**config.mk**
```make
export PLATFORM = sky130hd
export DESIGN_NAME = out_bcd
export DESIGN_NICKNAME = d
export VERILOG_FILES = /design/src/rtl/out_bcd.sv
export SDC_FILE = /design/constraint.sdc
export NUM_CORES = 1
export LEC_CHECK = 0
export CORE_ASPECT_RATIO = 2
export CORE_MARGIN = 5
export CORE_UTILIZATION = 30
export CTS_CLUSTER_DIAMETER = 30
export DETAILED_ROUTE_END_ITERATION = 10
export SYNTH_ARGS = -nofsm -noshare
export SYNTH_HDL_FRONTEND = slang
export SYNTH_SLANG_ARGS = --single-unit
```
**constraint.sdc**
```tcl
create_clock -name clk -period 2.7 [get_ports clk]
set_clock_uncertainty 0.15 [all_clocks]
set_input_delay 0.54 -clock clk [delete_from_list [all_inputs] [get_ports clk]]
set_output_delay 0.54 -clock clk [all_outputs]
set_load 0.02 [all_outputs]
```
**src/rtl/out_bcd.sv**
```systemverilog
// Binary-to-BCD converter for the CPU output port: detects a change of the
// output word and converts it with a shift-add-3 engine, one bit per clock.
//
// state | meaning
// IDLE  | waiting for the input word to differ from the last captured value
// SHIFT | double-dabble iteration in progress, one input bit per clock
module out_bcd #(
    parameter int DATA_WIDTH = 16,
    parameter int DIGITS     = 5
) (
    input  logic                    clk,
    input  logic                    rst,
    input  logic [DATA_WIDTH-1:0]   in,
    output logic [4*DIGITS-1:0]     bcd,
    output logic                    busy,
    output logic                    done
);

    localparam int CNT_W = $clog2(DATA_WIDTH + 1);
    localparam int BCD_W = 4 * DIGITS;

    typedef enum logic {
        IDLE,
        SHIFT
    } state_t;

    state_t                  state;
    logic [DATA_WIDTH-1:0]   last;
    logic [DATA_WIDTH-1:0]   bin;
    logic [BCD_W-1:0]        work;
    logic [CNT_W-1:0]        cnt;

    logic [BCD_W-1:0]        work_corr;
    logic [BCD_W-1:0]        work_nxt;
    logic [DATA_WIDTH-1:0]   bin_nxt;

    // Each digit >= 5 gets +3 before the shift so it carries correctly into the next digit.
    always_comb begin
        work_corr = work;
        for (int k = 0; k < DIGITS; k++) begin
            if (work[4*k +: 4] >= 4'd5) begin
                work_corr[4*k +: 4] = work[4*k +: 4] + 4'd3;
            end
        end
        work_nxt = {work_corr[BCD_W-2:0], bin[DATA_WIDTH-1]};
        bin_nxt  = {bin[DATA_WIDTH-2:0], 1'b0};
    end

    assign busy = (state == SHIFT);

    always_ff @(posedge clk) begin
        if (rst) begin
            state <= IDLE;
            bcd   <= '0;
            work  <= '0;
            bin   <= '0;
            last  <= '0;
            cnt   <= '0;
            done  <= 1'b0;
        end else begin
            done <= 1'b0;
            case (state)
                IDLE: begin
                    if (in != last) begin
                        bin   <= in;
                        last  <= in;
                        work  <= '0;
                        cnt   <= '0;
                        state <= SHIFT;
                    end
                end
                SHIFT: begin
                    work <= work_nxt;
                    bin  <= bin_nxt;
                    cnt  <= cnt + CNT_W'(1);
                    // Final iteration: publish the fully shifted result directly.
                    if (cnt == CNT_W'(DATA_WIDTH - 1)) begin
                        bcd   <= work_nxt;
                        done  <= 1'b1;
                        state <= IDLE;
                    end
                end
                default: state <= IDLE;
            endcase
        end
    end

endmodule

```
==> flow_summary.yaml, run 1 <==
status:
  status: "finished clean"
place:
  hpwlAfterDp_mm: 6.15
  place.gp.congestion: 0.801
  io_buffers: 39
cells_and_area:
  nFillCells: 1094
  mostFrequentLayoutCell: "dfxtp_1"
  drive_above_1_share_pct: 11.3
  final_nets: 449
  antenna-diode-count: 0
  final_cell_mix: "dfxtp_1 (79), clkdlybuf4s50_1 (39), nand2_1 (36), mux2i_1 (33), buf_4 (27)"
  syn_to_final_growth_pct: 29.5
synth:
  ys_seq_area_share_pct: 46.5
  synthFlopType: "dfxtp_1"
  synth_area_mm2: 0.00340
  synth_top_cell_area_share_pct: 46.5
  avgSynthCellArea_um2: 9.48
  synth_edf_count: 0
  syn_inst: 359
  ys_warn_count: 0
  synth_nets: 389
  yosysUniqueCellTypes: 39
  async_reset_ff_share_pct: 0
  ys_ff_latch: 79
  synth_top_area_cell: "dfxtp_1"
  ys_top_cells_by_area: "dfxtp_1 (46%), mux2i_1 (9.7%), ha_1 (4.4%)"
worst_setup_path:
  cp-start-kind: "primary input"
  reg2reg_from: "last[11]$_SDFFE_PP0P_"
  crit_path_max_fanout: 17
  cp-startpoint: "in[11]"
  critical_path_class: "in -> reg"
  cp-end-kind: "flop"
  arrival_ns: 2.60
  required_ns: 2.79
clock_network:
  clkTransAtPathRegs_ns: 0.06
  cts_made_buffers: 9
  htreeDepth: 3
  clkSinkCount: 79
  cts-resized-gates: 0
  cts_setup_buffers: 0
  clock_path_buffers: 2
  tritoncts: "done"
  hold_buffers: 0
  root_buffer: "clkbuf_16"
  clk_latency_ns: 0.33
route:
  drt_wl_total_mm: 7.96
  via_count: 2715
  via_per_inst: 4.80
  wl_per_cell_um: 14.1
  drt_iter0_drc: 112
  postRouteAntennaNets: 0
  drc: 0
  first_pass_iters: 4
global_route:
  grt_pass1_wl_mm: 13.2
  grt_pass1_vias: 2812
  grt_max_degree: 29
  grt_antenna_before_repair: 0
  grt_usage_pct: 12.3
  grt-ovfl-total: 0
die:
  start_util_pct: 30.3
  io_pins: 40
  die_w_um: 85.3
  dieArea_mm2: 0.0137
  rows: 55
  core_region_area_mm2: 0.0112
  die_h_um: 161
sta:
  rsz0062_at_grt: "false"
  max_slew_margin_pct: 68.6
  tightest_slew_ns: 0.469
  drv_slew: 0
  holdWs_ns: 0.300
  max_freq_mhz: 399
  period_share_pct: 92.8
  finalHoldViolCount: 0
  min_period_ns: 2.51
  setup_viol: 0
power:
  p_per_area_mw_per_mm2: 568
  p_leak_nw: 1.82
  power_mw: 2.50
  ir_drop_v: 0.000330
hold_path:
  hp-start: "bin[0]$_SDFFE_PP0P_"
  hp-class: "reg -> reg"
flow_run:
  maxCapViolCount: 0
-- worst max-delay path, stage by stage --
cell	delay, ns
clkdlybuf4s50_1	0.44
xor2_1	0.16
nor4_1	0.39
buf_4	0.19
nand4_1	0.11
buf_4	0.23
or2_1	0.26
a311oi_1	0.27
-- area by class of cell --
cell class	count	area [um^2]	share of cell area, %
clock buffer	12	246	5.59
clock inverter	4	31.3	0.710
inverter	13	48.8	1.11
multi-input combinational	249	1710	38.8
sequential	79	1580	35.9
tap	142	178	4.03
timing repair buffer	67	613	13.9
-- cell usage after synthesis (12+ instances only) --
library cell / count
ha_1: 12
nand2_1: 36
xor2_1: 16
a21oi_1: 22
dfxtp_1: 79
a22o_1: 16
inv_1: 12
clkbuf_1: 14
o21ai_0: 17
mux2i_1: 33
nor2_1: 21
-- report_power, final --
group          switching [mW]  internal, mW  leakage (nW)
registers              0.0196          1.20         0.643
logic                  0.0858        0.0861          1.04
clock network           0.462         0.651         0.137
-- stage by stage --
step	instance area [um^2]	setup TNS, ns	utilization, %	worst slack (ns)	std cells
after global routing	4410	0	39.3	0.109	566
after CTS	4410	0	39.3	0.204	566
final	4410	0	39.3	0.195	566
after global placement	4130	-0.287	36.8	-0.0528	550
after detailed placement	4130	-1.47	36.8	-0.175	550
after floorplan	3400	0	-	0.647	359
-- registers in the layout (all words and copies together) (netlist names) --
signal,cells
busy,1
bcd,20
done,1
cnt,5
bin,16
work,20
last,16
-- logic make-up (layout without fill, tap and decap cells) --
logic type      count (synthesis)  after routing  share of synthesized area (%)
flops                          79             79                           46.5
fa+ha+maj                      12             12                           4.41
mux                            35             35                           10.4
xor+xnor                       21             21                           5.40
compound gates                 81             81                           15.0
simple gates                  100            100                           14.8
buf+inv                        31             96                           3.53
-- routing by layer --
layer / GRT usage [%] / share of wire [%]
met3: 2.72 / 3.0
met4: 6.48 / 3.6
met5: 0 / 0
met1: 11.7 / 38
met2: 23.4 / 56
-- final timing paths --
| path | end | slack, ns | depth (start not counted) |
|---|---|---|---|
| setup / recovery | cnt[2]$_SDFFE_PP0P_ | 0.19 | 8 |
| hold / removal | bin[1]$_SDFFE_PP0P_ | 0.30 | 2 |
| hold reg to reg | bin[1]$_SDFFE_PP0P_ | 0.30 | 2 |
| setup reg to reg | cnt[2]$_SDFFE_PP0P_ | 0.53 | 7 |
Note: power is estimated with default switching activity, not from simulation.
==> run 2, diff against run 1 <==
Settings changed: CAP_MARGIN set to 20, CORE_MARGIN 5 to 1, RECOVER_POWER set to 50.
==> run 2 against run 1 <==
Non-clock buffer count increased by 5. Critical endpoint is now last[13]$_SDFFE_PP0P_. Clock-buffer cell count decreased by 1. Largest power group unchanged. Fmax grew 1.8%. Routed wire length decreased by 0.38%. Critical path type unchanged.
==> flow_summary.yaml, run 2 (synthesis results as in run 1) <==
cells_and_area:
  largestRegisters: "bcd: 20 flops, work: 20 flops"
  multi_input_area_mm2: 0.00170
  antenna-diode-count: 0
  finish.utilization_pct: 40.2
  finalInstanceArea_mm2: 0.00441
  seqCellArea_mm2: 0.00158
  nFillCells: 1129
  final_cell_mix: "dfxtp_1 (79), nand2_1 (36), mux2i_1 (33), buf_4 (28), dlygate4sd3_1 (23)"
  final_nets: 454
  mostFrequentLayoutCell: "dfxtp_1"
  drive_above_1_share_pct: 11.7
  syn_to_final_growth_pct: 29.4
route:
  first_pass_iters: 4
  via_per_inst: 4.85
  drt_iter0_drc: 112
  via_count: 2757
  postRouteAntennaNets: 0
  drc: 0
  wl_per_cell_um: 13.9
  drt_wl_total_mm: 7.93
global_route:
  grt_pass1_vias: 2863
  grt_antenna_before_repair: 0
  grt_max_degree: 29
  grt_usage_pct: 14.8
  grt_pass1_wl_mm: 13.5
  grt-ovfl-total: 0
clock_network:
  cts-resized-gates: 0
  htreeDepth: 3
  cts_setup_buffers: 0
  hold_buffers: 0
  root_buffer: "clkbuf_16"
  tritoncts: "done"
  clkSinkCount: 79
  clk_latency_ns: 0.34
  clock_path_buffers: 2
  clkTransAtPathRegs_ns: 0.06
  cts_made_buffers: 9
die:
  start_util_pct: 31.1
  core_region_area_mm2: 0.0109
  die_h_um: 153
  io_pins: 40
  die_w_um: 77.3
  dieArea_mm2: 0.0118
  rows: 54
hold_path:
  hp-class: "reg -> reg"
sta:
  period_share_pct: 91.2
  max_slew_margin_pct: 60.6
  tightest_slew_ns: 0.591
  drv_slew: 0
  holdWs_ns: 0.298
  finalHoldViolCount: 0
  tns_ns: 0
  max_freq_mhz: 406
  rsz0062_at_grt: "false"
  min_period_ns: 2.46
  setup_viol: 0
worst_setup_path:
  arrival_ns: 2.53
  cp-start-kind: "primary input"
  crit_path_max_fanout: 17
  required_ns: 2.77
  cp-end-kind: "flop"
  critical_path_class: "in -> reg"
place:
  io_buffers: 39
  postPlaceCellArea_mm2: 0.00417
  place.gp.congestion: 0.802
  hpwlAfterDp_mm: 6.02
power:
  p_per_area_mw_per_mm2: 570
  p_leak_nw: 1.90
  ir_drop_v: 0.000381
  power_mw: 2.51
flow_run:
  maxCapViolCount: 0
status:
  status: "finished clean"
==> run 2: cell count changes in the layout (fill, tap and decap cells not counted) <==
| cell | change |
|---|---|
| clkdlybuf4s50_1 | -23 |
| dlygate4sd3_1 | +23 |
| clkbuf_1 | +2 |
| clkbuf_2 | +2 |
| clkinv_4 | -2 |
| clkinvlp_4 | +2 |
| a41oi_1 | +1 |
| a41oi_2 | -1 |
| buf_12 | -1 |
| buf_4 | +1 |
| clkinv_2 | +1 |
==> run 2: routing by layer <==
| layer | routed length, um | vias up | global-route usage, % | share of wire (%) |
|---|---|---|---|---|
| met5 | 0 | - | 0 | 0 |
| met4 | 318 | 0 | 9.70 | 4.0 |
| met3 | 229 | 22 | 3.29 | 2.9 |
| met2 | 4400 | 49 | 27.5 | 55 |
| met1 | 2990 | 1305 | 14.1 | 38 |
| li1 | - | 1381 | - | - |
==> run 2: layout make-up <==
cell class	instances	share of cell area [%]
inverters	13	1.11
flip-flops and latches	79	35.9
multi-input cells	249	38.6
well taps	140	3.98
clock inverters	5	0.767
clock buffers	11	5.51
repair buffers	72	14.1
==> run 2: critical path: stages <==
cell and delay, ns:
clkdlybuf4s50_1 0.44, xor2_1 0.15, nor4_1 0.37, buf_4 0.18
a41oi_1 0.11, clkbuf_2 0.40, mux2i_1 0.28, nor2_1 0.06
==> run 2: final timing paths <==
path              slack, ns                   from  cells after the start               endpoint
setup / recovery       0.24                 in[11]                      8  last[13]$_SDFFE_PP0P_
hold / removal         0.30   bcd[16]$_SDFFE_PP0P_                      2   bcd[16]$_SDFFE_PP0P_
hold reg to reg        0.30   bcd[16]$_SDFFE_PP0P_                      2   bcd[16]$_SDFFE_PP0P_
setup reg to reg       0.56  last[11]$_SDFFE_PP0P_                      7  last[13]$_SDFFE_PP0P_
==> run 2: report_power, final <==
group,internal (mW),leakage (nW),switching [mW],total (mW)
Combinational,0.0859,1.13,0.0865,0.172
Sequential,1.20,0.643,0.0194,1.22
Clock,0.646,0.132,0.478,1.12
==> run 2: through the flow <==
stage               setup slack [ns]  std cells
finish                         0.239        569
floorplan                      0.647        359
CTS                            0.330        569
global placement             0.00836        553
detailed placement           -0.0309        553
global route                   0.145        569
==> run 3, diff against run 2 <==
Settings changed: CORE_ASPECT_RATIO 2 to not set, MAX_ROUTING_LAYER set to met4.
==> run 3 against run 2 <==
Non-clock buffer count shrank 2. Design area rose by 0.94%. Via count decreased by 1.3%. Global-route usage is 0.22 points lower. Routed wire length shrank 4.3%. Clock power increased by 18%. Sequential cell count did not move. Sequential share of layout area down 0.33 points. First-iteration DRC count is 23% lower. Die area fell by 0.22%. Largest cell class unchanged. Highest routed layer unchanged.
==> flow_summary.yaml, run 3 (synthesis results as in run 1) <==
status:
  status: "finished clean"
worst_setup_path:
  reg2reg_from: "cnt[0]$_SDFFE_PP0P_"
  reg2reg_slack_ns: 0.34
  critical_path_class: "in -> reg"
  crit_path_max_fanout: 9
  reg2regPathDepth: 6
  required_ns: 2.77
  arrival_ns: 2.47
  timing.rr.end: "bcd[9]$_SDFFE_PP0P_"
  cp-start-kind: "primary input"
  cp-startpoint: "in[9]"
  cp-end-kind: "flop"
global_route:
  grt_usage_pct: 14.6
  grt-ovfl-total: 0
  grt_pass1_wl_mm: 12.6
  grt_max_degree: 29
  grt_antenna_before_repair: 0
  grt_pass1_vias: 2669
cells_and_area:
  finalInstanceArea_mm2: 0.00445
  seqCellArea_mm2: 0.00158
  multi_input_area_mm2: 0.00170
  largestRegisters: "bcd: 20 flops, work: 20 flops"
  nFillCells: 1108
  final_nets: 452
  syn_to_final_growth_pct: 30.7
  final_cell_mix: "dfxtp_1 (79), nand2_1 (36), mux2i_1 (33), buf_4 (28)"
  mostFrequentLayoutCell: "dfxtp_1"
  fin_cells: 567
  finish.utilization_pct: 40.7
  antenna-diode-count: 0
  drive_above_1_share_pct: 11.2
clock_network:
  htreeDepth: 3
  cts_setup_buffers: 0
  cts-resized-gates: 0
  clock_path_buffers: 2
  root_buffer: "clkbuf_16"
  cts_made_buffers: 9
  hold_buffers: 0
  clkSinkCount: 79
  clk_latency_ns: 0.34
  tritoncts: "done"
  clkTransAtPathRegs_ns: 0.06
route:
  first_pass_iters: 4
  via_per_inst: 4.80
  drt_iter0_drc: 86
  met1_length_mm: 3.45
  wl_met3_um: 343
  postRouteAntennaNets: 0
  drt_wl_total_mm: 7.59
  dr.max_layer_used: "met4"
  wl_met2_mm: 3.73
  via_count: 2720
  wl_per_cell_um: 13.4
  drc: 0
die:
  dieArea_mm2: 0.0118
  start_util_pct: 31.1
  io_pins: 40
  die_h_um: 109
  rows: 38
  core_region_area_mm2: 0.0109
  die_w_um: 109
power:
  p_per_area_mw_per_mm2: 608
  power_mw: 2.71
  p_leak_nw: 1.93
  ir_drop_v: 0.000393
sta:
  tightest_slew_ns: 0.836
  period_share_pct: 88.9
  holdWs_ns: 0.295
  finalHoldViolCount: 0
  max_slew_margin_pct: 44.3
  timing.final.ws_setup_ns: 0.300
  drv_slew: 0
  setup_viol: 0
  max_freq_mhz: 417
  tns_ns: 0
  rsz0062_at_grt: "false"
  min_period_ns: 2.40
place:
  hpwlAfterDp_mm: 5.49
  dp_slack_ns: -0.0605
  place.gp.congestion: 0.773
  postPlaceCellArea_mm2: 0.00414
  dp.cells: 551
  io_buffers: 39
hold_path:
  hp-class: "reg -> reg"
  holdPathEnd: "bcd[11]$_SDFFE_PP0P_"
  hp-start: "bcd[11]$_SDFFE_PP0P_"
  holdPathStages: 2
flow_run:
  maxCapViolCount: 0
## run 3: layout make-up
type / count / area share (%)
multi-input cells: 249 / 38.3
repair buffers: 70 / 13.8
well taps: 140 / 3.94
clock inverters: 3 / 1.46
flip-flops and latches: 79 / 35.6
inverters: 13 / 1.10
clock buffers: 13 / 5.85
## run 3: worst max-delay path, stage by stage
cell and delay (ns):
clkdlybuf4s50_1 0.43, xor2_1 0.15, nor4_1 0.47, buf_4 0.19
a41oi_1 0.13, clkbuf_2 0.27, mux2i_1 0.23, nor2_1 0.05
## run 3: worst max path at each step
stage / endpoint / cells after the start
finish: last[1]$_SDFFE_PP0P_ / 8
global placement: bin[2]$_SDFFE_PP0P_ / 8
CTS: bin[12]$_SDFFE_PP0P_ / 8
floorplan: work[3]$_SDFFE_PP0P_ / 6
detailed placement: cnt[2]$_SDFFE_PP0P_ / 7
global route: bin[12]$_SDFFE_PP0P_ / 8
## run 3: metal layers
| metal | GRT usage [%] | vias up |
|---|---|---|
| met4 | 3.47 | 0 |
| met2 | 24.6 | 50 |
| met3 | 5.24 | 8 |
| met5 | - | - |
| met1 | 16.3 | 1278 |
| li1 | - | 1384 |
## run 3: where the power goes
part | total (mW) | internal [mW] | switching (mW) | leakage [nW]
registers | 1.22 | 1.20 | 0.0190 | 0.643
clock network | 1.32 | 0.859 | 0.460 | 0.160
logic | 0.171 | 0.0857 | 0.0849 | 1.13
total | 2.71 | 2.14 | 0.564 | 1.93
